### src/rtl/fetch_sequencer.sv
// Control FSM for the KGP-RISC core: steps each instruction through fetch,
// decode, execute and PC update, and counts retired instructions.
module fetch_sequencer #(
   parameter int FETCH_TIMEOUT = 16,
   parameter int CNT_W         = 32
) (
   input  logic             clk,
   input  logic             rst,
   input  logic             start,
   output logic             imem_req,
   input  logic             imem_ack,
   output logic             ir_load,
   input  logic [2:0]       instr_class,
   output logic             exec_start,
   input  logic             exec_done,
   input  logic             branch_taken,
   output logic             pc_en,
   output logic [3:0]       pc_control,
   output logic             halted,
   output logic             fault,
   output logic [CNT_W-1:0] retired_cnt
);

   typedef enum logic [2:0] {
      IDLE, FETCH, DECODE, EXEC, UPDATE, HALT, FAULT
   } state_t;

   localparam logic [7:0] WAIT_LAST = 8'(FETCH_TIMEOUT - 1);

   state_t     state, next_state;
   logic [7:0] wait_cnt;
   logic [2:0] class_q;
   logic       taken_q;
   logic       exec_first;

   always_ff @(posedge clk) begin
      if (!rst) begin
         state       <= IDLE;
         wait_cnt    <= '0;
         class_q     <= '0;
         taken_q     <= 1'b0;
         exec_first  <= 1'b0;
         retired_cnt <= '0;
      end else begin
         state <= next_state;
         // Counter is held at zero outside FETCH, so every FETCH entry starts fresh.
         if (state == FETCH && !imem_ack)
            wait_cnt <= wait_cnt + 8'd1;
         else
            wait_cnt <= '0;
         if (state == DECODE)
            class_q <= instr_class;
         if (state == EXEC && exec_done)
            taken_q <= branch_taken;
         exec_first <= (state == DECODE) && (next_state == EXEC);
         if (state == UPDATE)
            retired_cnt <= retired_cnt + CNT_W'(1);
      end
   end

   always_comb begin
      next_state = state;
      imem_req   = 1'b0;
      ir_load    = 1'b0;
      exec_start = 1'b0;
      pc_en      = 1'b0;
      pc_control = 4'b0000;
      halted     = 1'b0;
      fault      = 1'b0;
      case (state)
         IDLE: begin
            if (start)
               next_state = FETCH;
         end
         FETCH: begin
            imem_req = 1'b1;
            ir_load  = imem_ack;
            if (imem_ack)
               next_state = DECODE;
            else if (wait_cnt == WAIT_LAST)
               next_state = FAULT;
         end
         DECODE: begin
            case (instr_class)
               3'd0, 3'd3: next_state = EXEC;
               3'd1, 3'd2: next_state = UPDATE;
               3'd4:       next_state = HALT;
               default:    next_state = FAULT;
            endcase
         end
         EXEC: begin
            exec_start = exec_first;
            if (exec_done)
               next_state = UPDATE;
         end
         UPDATE: begin
            pc_en      = 1'b1;
            next_state = FETCH;
            case (class_q)
               3'd1:    pc_control = 4'b0001;
               3'd2:    pc_control = 4'b0010;
               3'd3:    pc_control = taken_q ? 4'b0011 : 4'b0000;
               default: pc_control = 4'b0000;
            endcase
         end
         HALT: begin
            halted = 1'b1;
            if (start)
               next_state = FETCH;
         end
         FAULT: begin
            fault = 1'b1;
         end
         default: next_state = IDLE;
      endcase
   end

endmodule

### config.mk
export PLATFORM = sky130hd
export DESIGN_NAME = fetch_sequencer
export DESIGN_NICKNAME = d
export VERILOG_FILES = /design/src/rtl/fetch_sequencer.sv
export SDC_FILE = /design/constraint.sdc
export NUM_CORES = 1
export LEC_CHECK = 0
export CAP_MARGIN = 20
export CELL_PAD_IN_SITES_DETAIL_PLACEMENT = 2
export CELL_PAD_IN_SITES_GLOBAL_PLACEMENT = 2
export CORE_UTILIZATION = 29
export DETAILED_ROUTE_END_ITERATION = 16
export PLACE_DENSITY_LB_ADDON = 0.1
export SYNTH_ARGS = -nofsm -noshare
export SYNTH_HDL_FRONTEND = slang
export SYNTH_SLANG_ARGS = --single-unit
### constraint.sdc
create_clock -name clk -period 2.9 [get_ports clk]
set_clock_uncertainty 0.2 [all_clocks]
set_input_delay 0.87 -clock clk [delete_from_list [all_inputs] [get_ports clk]]
set_output_delay 0.87 -clock clk [all_outputs]
set_load 0.005 [all_outputs]
# Word level (Yosys, flattened, before mapping)
# Cells that the tools add are included.
# Widths: inputs -> output; s select.
[op_classes]
add_sub_neg = 2
n_eq_ne = 15
muxes = 15
n_reduce_logical = 10
[op_table]
columns = ["op", "n"]
rows = [
  ["$add 32x1->32 const B", 1],
  ["$eq 3x2->1 const B", 7],
  ["$pmux 3 s6", 1],
  ["$eq 3x3->1 const B", 4],
  ["$mux 3", 4],
  ["$eq 3x1->1 const B", 3],
  ["$pmux 3 s3", 1],
  ["$add 8x1->8 const B", 1],
  ["$eq 8x4->1 const B", 1],
  ["$logic_not 3->1", 2],
  ["$mux 1", 6],
  ["$pmux 2 s3", 1],
  ["$reduce_or 2->1", 3],
  ["$mux 2", 2],
  ["$logic_and 1x1->1", 3],
  ["$reduce_and 2->1", 1],
  ["$logic_not 1->1", 1],
]
[totals]
ff_bits = 48
in_bits = 9
output_inout_bits = 42
word_cells = 48

# Depth between registers and ports, before layout
[depth]
word_depth = 6
depth_mapped = 7
depth_no_buf = 6

# Worst setup path after synthesis
# No wires, ideal clock.
[synth_timing]
path_kind = "reg-to-output"
startpoint = "register state[0]"
endpoint = "output port ir_load"
t_arrival_ns = 1.077
required_ns = 1.830
path_slack_ns = 0.753
stages_incl_launch_ff = 5
path_buffers = 1
path_cell_list = "dfxtp_1 > clkbuf_1 > inv_1 > nor3_1 > and2_1"
[synth_via]
elab_chain_len = 2
[synth_lines]
columns = ["item", "line_no", "text"]
rows = [
  ["from (decl)", "30", "state_t state, next_state;"],
  ["from (signal assigned)", "45", "state <= next_state;"],
  ["$eq 3x1->1", "70", "case (state)"],
  ["$mux 1", "70", ""],
  ["to (decl)", "12", "output logic ir_load,"],
]
# Every way passes these cells.

# Worst setup path in the final report
[layout_timing]
startpoint = "register state[1]"
endpoint = "output port pc_control[1]"
[layout_via]
elab_chain_len = 2
[layout_lines]
columns = ["item", "line_no", "text"]
rows = [
  ["$eq 3x3->1", "70", ""],
  ["$mux 2", "70", ""],
  ["to (decl)", "18", "output logic [3:0] pc_control,"],
]
# Every way passes these cells.

==> results list <==
* Sort of element at the end of the critical path: output pin
- For this run, the detailed router's first-pass iteration total came to 4.
- Final HPWL DP: 5.07 mm
* Global-route total usage across every layer: 0.168
- Sequential area share after synthesis: 0.409
* Clock-pin slew on the worst setup and hold paths: 0.09 ns
- Share of the cycle needed by the critical path after routing: 0.959
- The smallest clock period supported by the final layout is computed as 2.78 ns.
* Die W: 92.0 um
- Dividing the detail-routed wire length by the instance count gives 15.4 um.
- The library cell used most frequently in the layout, excluding fill and tap cells, is sky130_fd_sc_hd__clkdlybuf4s50_1.
* Status: complete, no violations
* Buffers & Inverters on Critical Path: 1
- The total overflow left after global routing is 0.
* Count of state elements after synthesis: 48
- Deepest level of the CTS H-tree: 2
- Data required time of the critical path: 1.83 ns
- Number of pins exceeding their max-slew limit in the final report: 0
- Highest achievable clock rate: 360 MHz
- Number of failing hold endpoints at the final stage: 0
* CTS tree: done
* Initial drt markers: 39
- Number of nets at the end of the flow: 348
- The mapped netlist covers 2350 um^2.
* Slew margin rel.: 0.632
- No sink is reached through more buffers than the 2 on the longest clock path.
- Core Rows: 32
- Measured on the finished design, the core utilization comes to 0.399.
- The total area inside the core boundary comes to 7770 um^2.
* Number of buffers created by CTS: 5
* Share of the synthesized area in the top cell type: 0.409
- Die Area: 8460 um^2
- Buffers inserted to repair hold after CTS numbered 0.
- Post-synthesis cell type count: 36
- Wire length of the first global-routing pass: 11.4 mm
* Fraction of layout instances using a drive strength above 1: 0.0680
- Clock sink total: 48
* Syn Inst Count: 284
- The finished cells cover 3100 um^2.
- Leaving out fill and tap cells, the most frequent cells in the layout are sky130_fd_sc_hd__clkdlybuf4s50_1, sky130_fd_sc_hd__dfxtp_1, sky130_fd_sc_hd__nand2_1.
* Instance area at placement: 2970 um^2
- In the routed layout, each cell is associated on average with a via count of 5.27.
- Crit-path cells: nand3b_1 -> nor3_2 -> clkdlybuf4s50_1
* Crit path max-delay family: buffers and inverters
* Final wirelength: 6.77 mm
* R2r setup slk: 0.45 ns
- Setup repair after global routing left no endpoint under its margin.
- Sum of negative setup slack: 0 ns
- For this run, the number of Yosys warnings is 0.
- For the pin with the worst max-slew slack, the measured transition is 0.550 ns.
* Cell at the slowest stage of the critical path: sky130_fd_sc_hd__clkdlybuf4s50_1
* Die outline height: 92.0 um
* Arrival @ worst endpoint: 1.71 ns
* Clock root buffer master: sky130_fd_sc_hd__clkbuf_8
* Top post-synthesis cells by area: sky130_fd_sc_hd__dfxtp_1, sky130_fd_sc_hd__a21oi_1, sky130_fd_sc_hd__or4_1
- The tightest min-delay check is of the flop to flop type.
- Filler Cell Count: 898
- Effective utilization at floorplan: 0.302
- 0 antenna diodes ended up in the layout.
- Vias in the first global route: 2338
- Entering global routing, the biggest net connects 19 pins.
- In this run the static leakage power is 1.05 nW.
- Top-Level Pins: 51
* Final hold slack: 0.255 ns
* Classification of the worst setup path: flop to output pin
- For this run, design rule violations remaining after detail routing come to 0.
- Setup violations remaining at the end of the flow were counted as 0.
- Synth area leader: sky130_fd_sc_hd__dfxtp_1
* Antenna violations before repair: 0
* Count of input and output buffers: 48
- Number of antenna-violating nets in the routed design: 0
- Peak supply drop: 245 uV
- Number of vias in the routed layout: 2317
* Crit path max fanout: 9
- The clock reaches the later pin of the worst-skew pair after 0.30 ns.
* Power per Cell Area: 405 nW/um^2
- Synthesis-to-finish area growth: 31.9%
* Routability cong.: 0.753
- The average instance in the mapped netlist occupies 8.26 um^2.
* Largest stage delay on the critical path: 0.53 ns
* Launching element type of the critical path: flop
- The tool flagged a number of max-cap violations equal to 0.
cell families (layout without fill, tap and decap cells):
kind of cell,count (synthesis),count (layout),synth area share
compound gates,57,57,0.142
flops,48,48,0.409
buf+inv,20,73,0.0357
mux,5,5,0.0213
fa+ha+maj,2,2,0.0107
simple gates,135,135,0.319
other cells,1,2,0.00160
xor+xnor,16,16,0.0597
path summary, 6_finish.rpt:
kind                                from  cells after the start                            to
min reg2reg       wait_cnt[0]$_SDFF_PN0_                      1        wait_cnt[0]$_SDFF_PN0_
max                  state[1]$_SDFF_PN0_                      3                 pc_control[1]
max reg2reg  retired_cnt[0]$_SDFFE_PN0P_                      5  retired_cnt[18]$_SDFFE_PN0P_
min               wait_cnt[0]$_SDFF_PN0_                      1        wait_cnt[0]$_SDFF_PN0_
power breakdown:
part	internal (mW)	switching, mW
clock network	0.257	0.233
logic	0.0427	0.0477
registers	0.666	0.00737
per-layer routing:
metal  share of wire  vias up  wire [um]  GRT usage
met5               0        -          0          0
met2            0.50       35       3360      0.294
li1                -     1140          -          -
met1            0.46     1137       3140      0.211
met4          0.0093        0         63     0.0430
met3           0.030        5        206     0.0332
cells in the mapped netlist:
master and count:
sky130_fd_sc_hd__a211oi_1 1, sky130_fd_sc_hd__a21oi_1 25, sky130_fd_sc_hd__a41oi_1 1, sky130_fd_sc_hd__and2_1 3
sky130_fd_sc_hd__and3_1 10, sky130_fd_sc_hd__and3b_1 2, sky130_fd_sc_hd__and4_1 2, sky130_fd_sc_hd__buf_2 1
sky130_fd_sc_hd__buf_4 2, sky130_fd_sc_hd__clkbuf_1 10, sky130_fd_sc_hd__conb_1 1, sky130_fd_sc_hd__dfxtp_1 48
sky130_fd_sc_hd__ha_1 2, sky130_fd_sc_hd__inv_1 7, sky130_fd_sc_hd__mux2i_1 5, sky130_fd_sc_hd__nand2_1 28
sky130_fd_sc_hd__nand2b_1 2, sky130_fd_sc_hd__nand3_1 8, sky130_fd_sc_hd__nand3b_1 2, sky130_fd_sc_hd__nand4_1 10
sky130_fd_sc_hd__nand4b_4 1, sky130_fd_sc_hd__nor2_1 25, sky130_fd_sc_hd__nor2b_1 3, sky130_fd_sc_hd__nor3_1 6
sky130_fd_sc_hd__nor3b_1 3, sky130_fd_sc_hd__nor4_1 5, sky130_fd_sc_hd__nor4b_1 1, sky130_fd_sc_hd__o21a_1 2
sky130_fd_sc_hd__o21ai_0 14, sky130_fd_sc_hd__o311ai_0 1, sky130_fd_sc_hd__o31a_1 1, sky130_fd_sc_hd__o31ai_1 12
sky130_fd_sc_hd__or3_1 9, sky130_fd_sc_hd__or4_1 15, sky130_fd_sc_hd__xnor2_1 9, sky130_fd_sc_hd__xor2_1 7
flip-flops by register name (all words and copies together), names as in the netlist:
| register | flops |
|---|---|
| class_q | 3 |
| state | 3 |
| exec_first | 1 |
| retired_cnt | 32 |
| taken_q | 1 |
| wait_cnt | 8 |
stage by stage:
stage          setup WS, ns  cells  power, mW
6_report              0.119    440       1.25
3_3_place_gp         -0.118    431      0.776
4_1_cts             0.00701    439       1.27
5_1_grt              0.0226    440       1.31
2_1_floorplan         0.753    285      0.733
3_5_place_dp         -0.134    431      0.778
repair_timing:
item	in CTS	in global routing
resized for setup	2	4
buffers inserted	0	1
endpoints found under the setup margin	3	4
pin swaps	0	1
layout make-up:
class,count,area [um^2],area share
multi-input combinational,217,1320,0.425
tap,102,128,0.0412
clock inverter,2,35.0,0.0113
inverter,7,26.3,0.00849
sequential,48,963,0.311
timing repair buffer,58,554,0.179
clock buffer,6,72.6,0.0234
(Power assumes the default switching activity.)
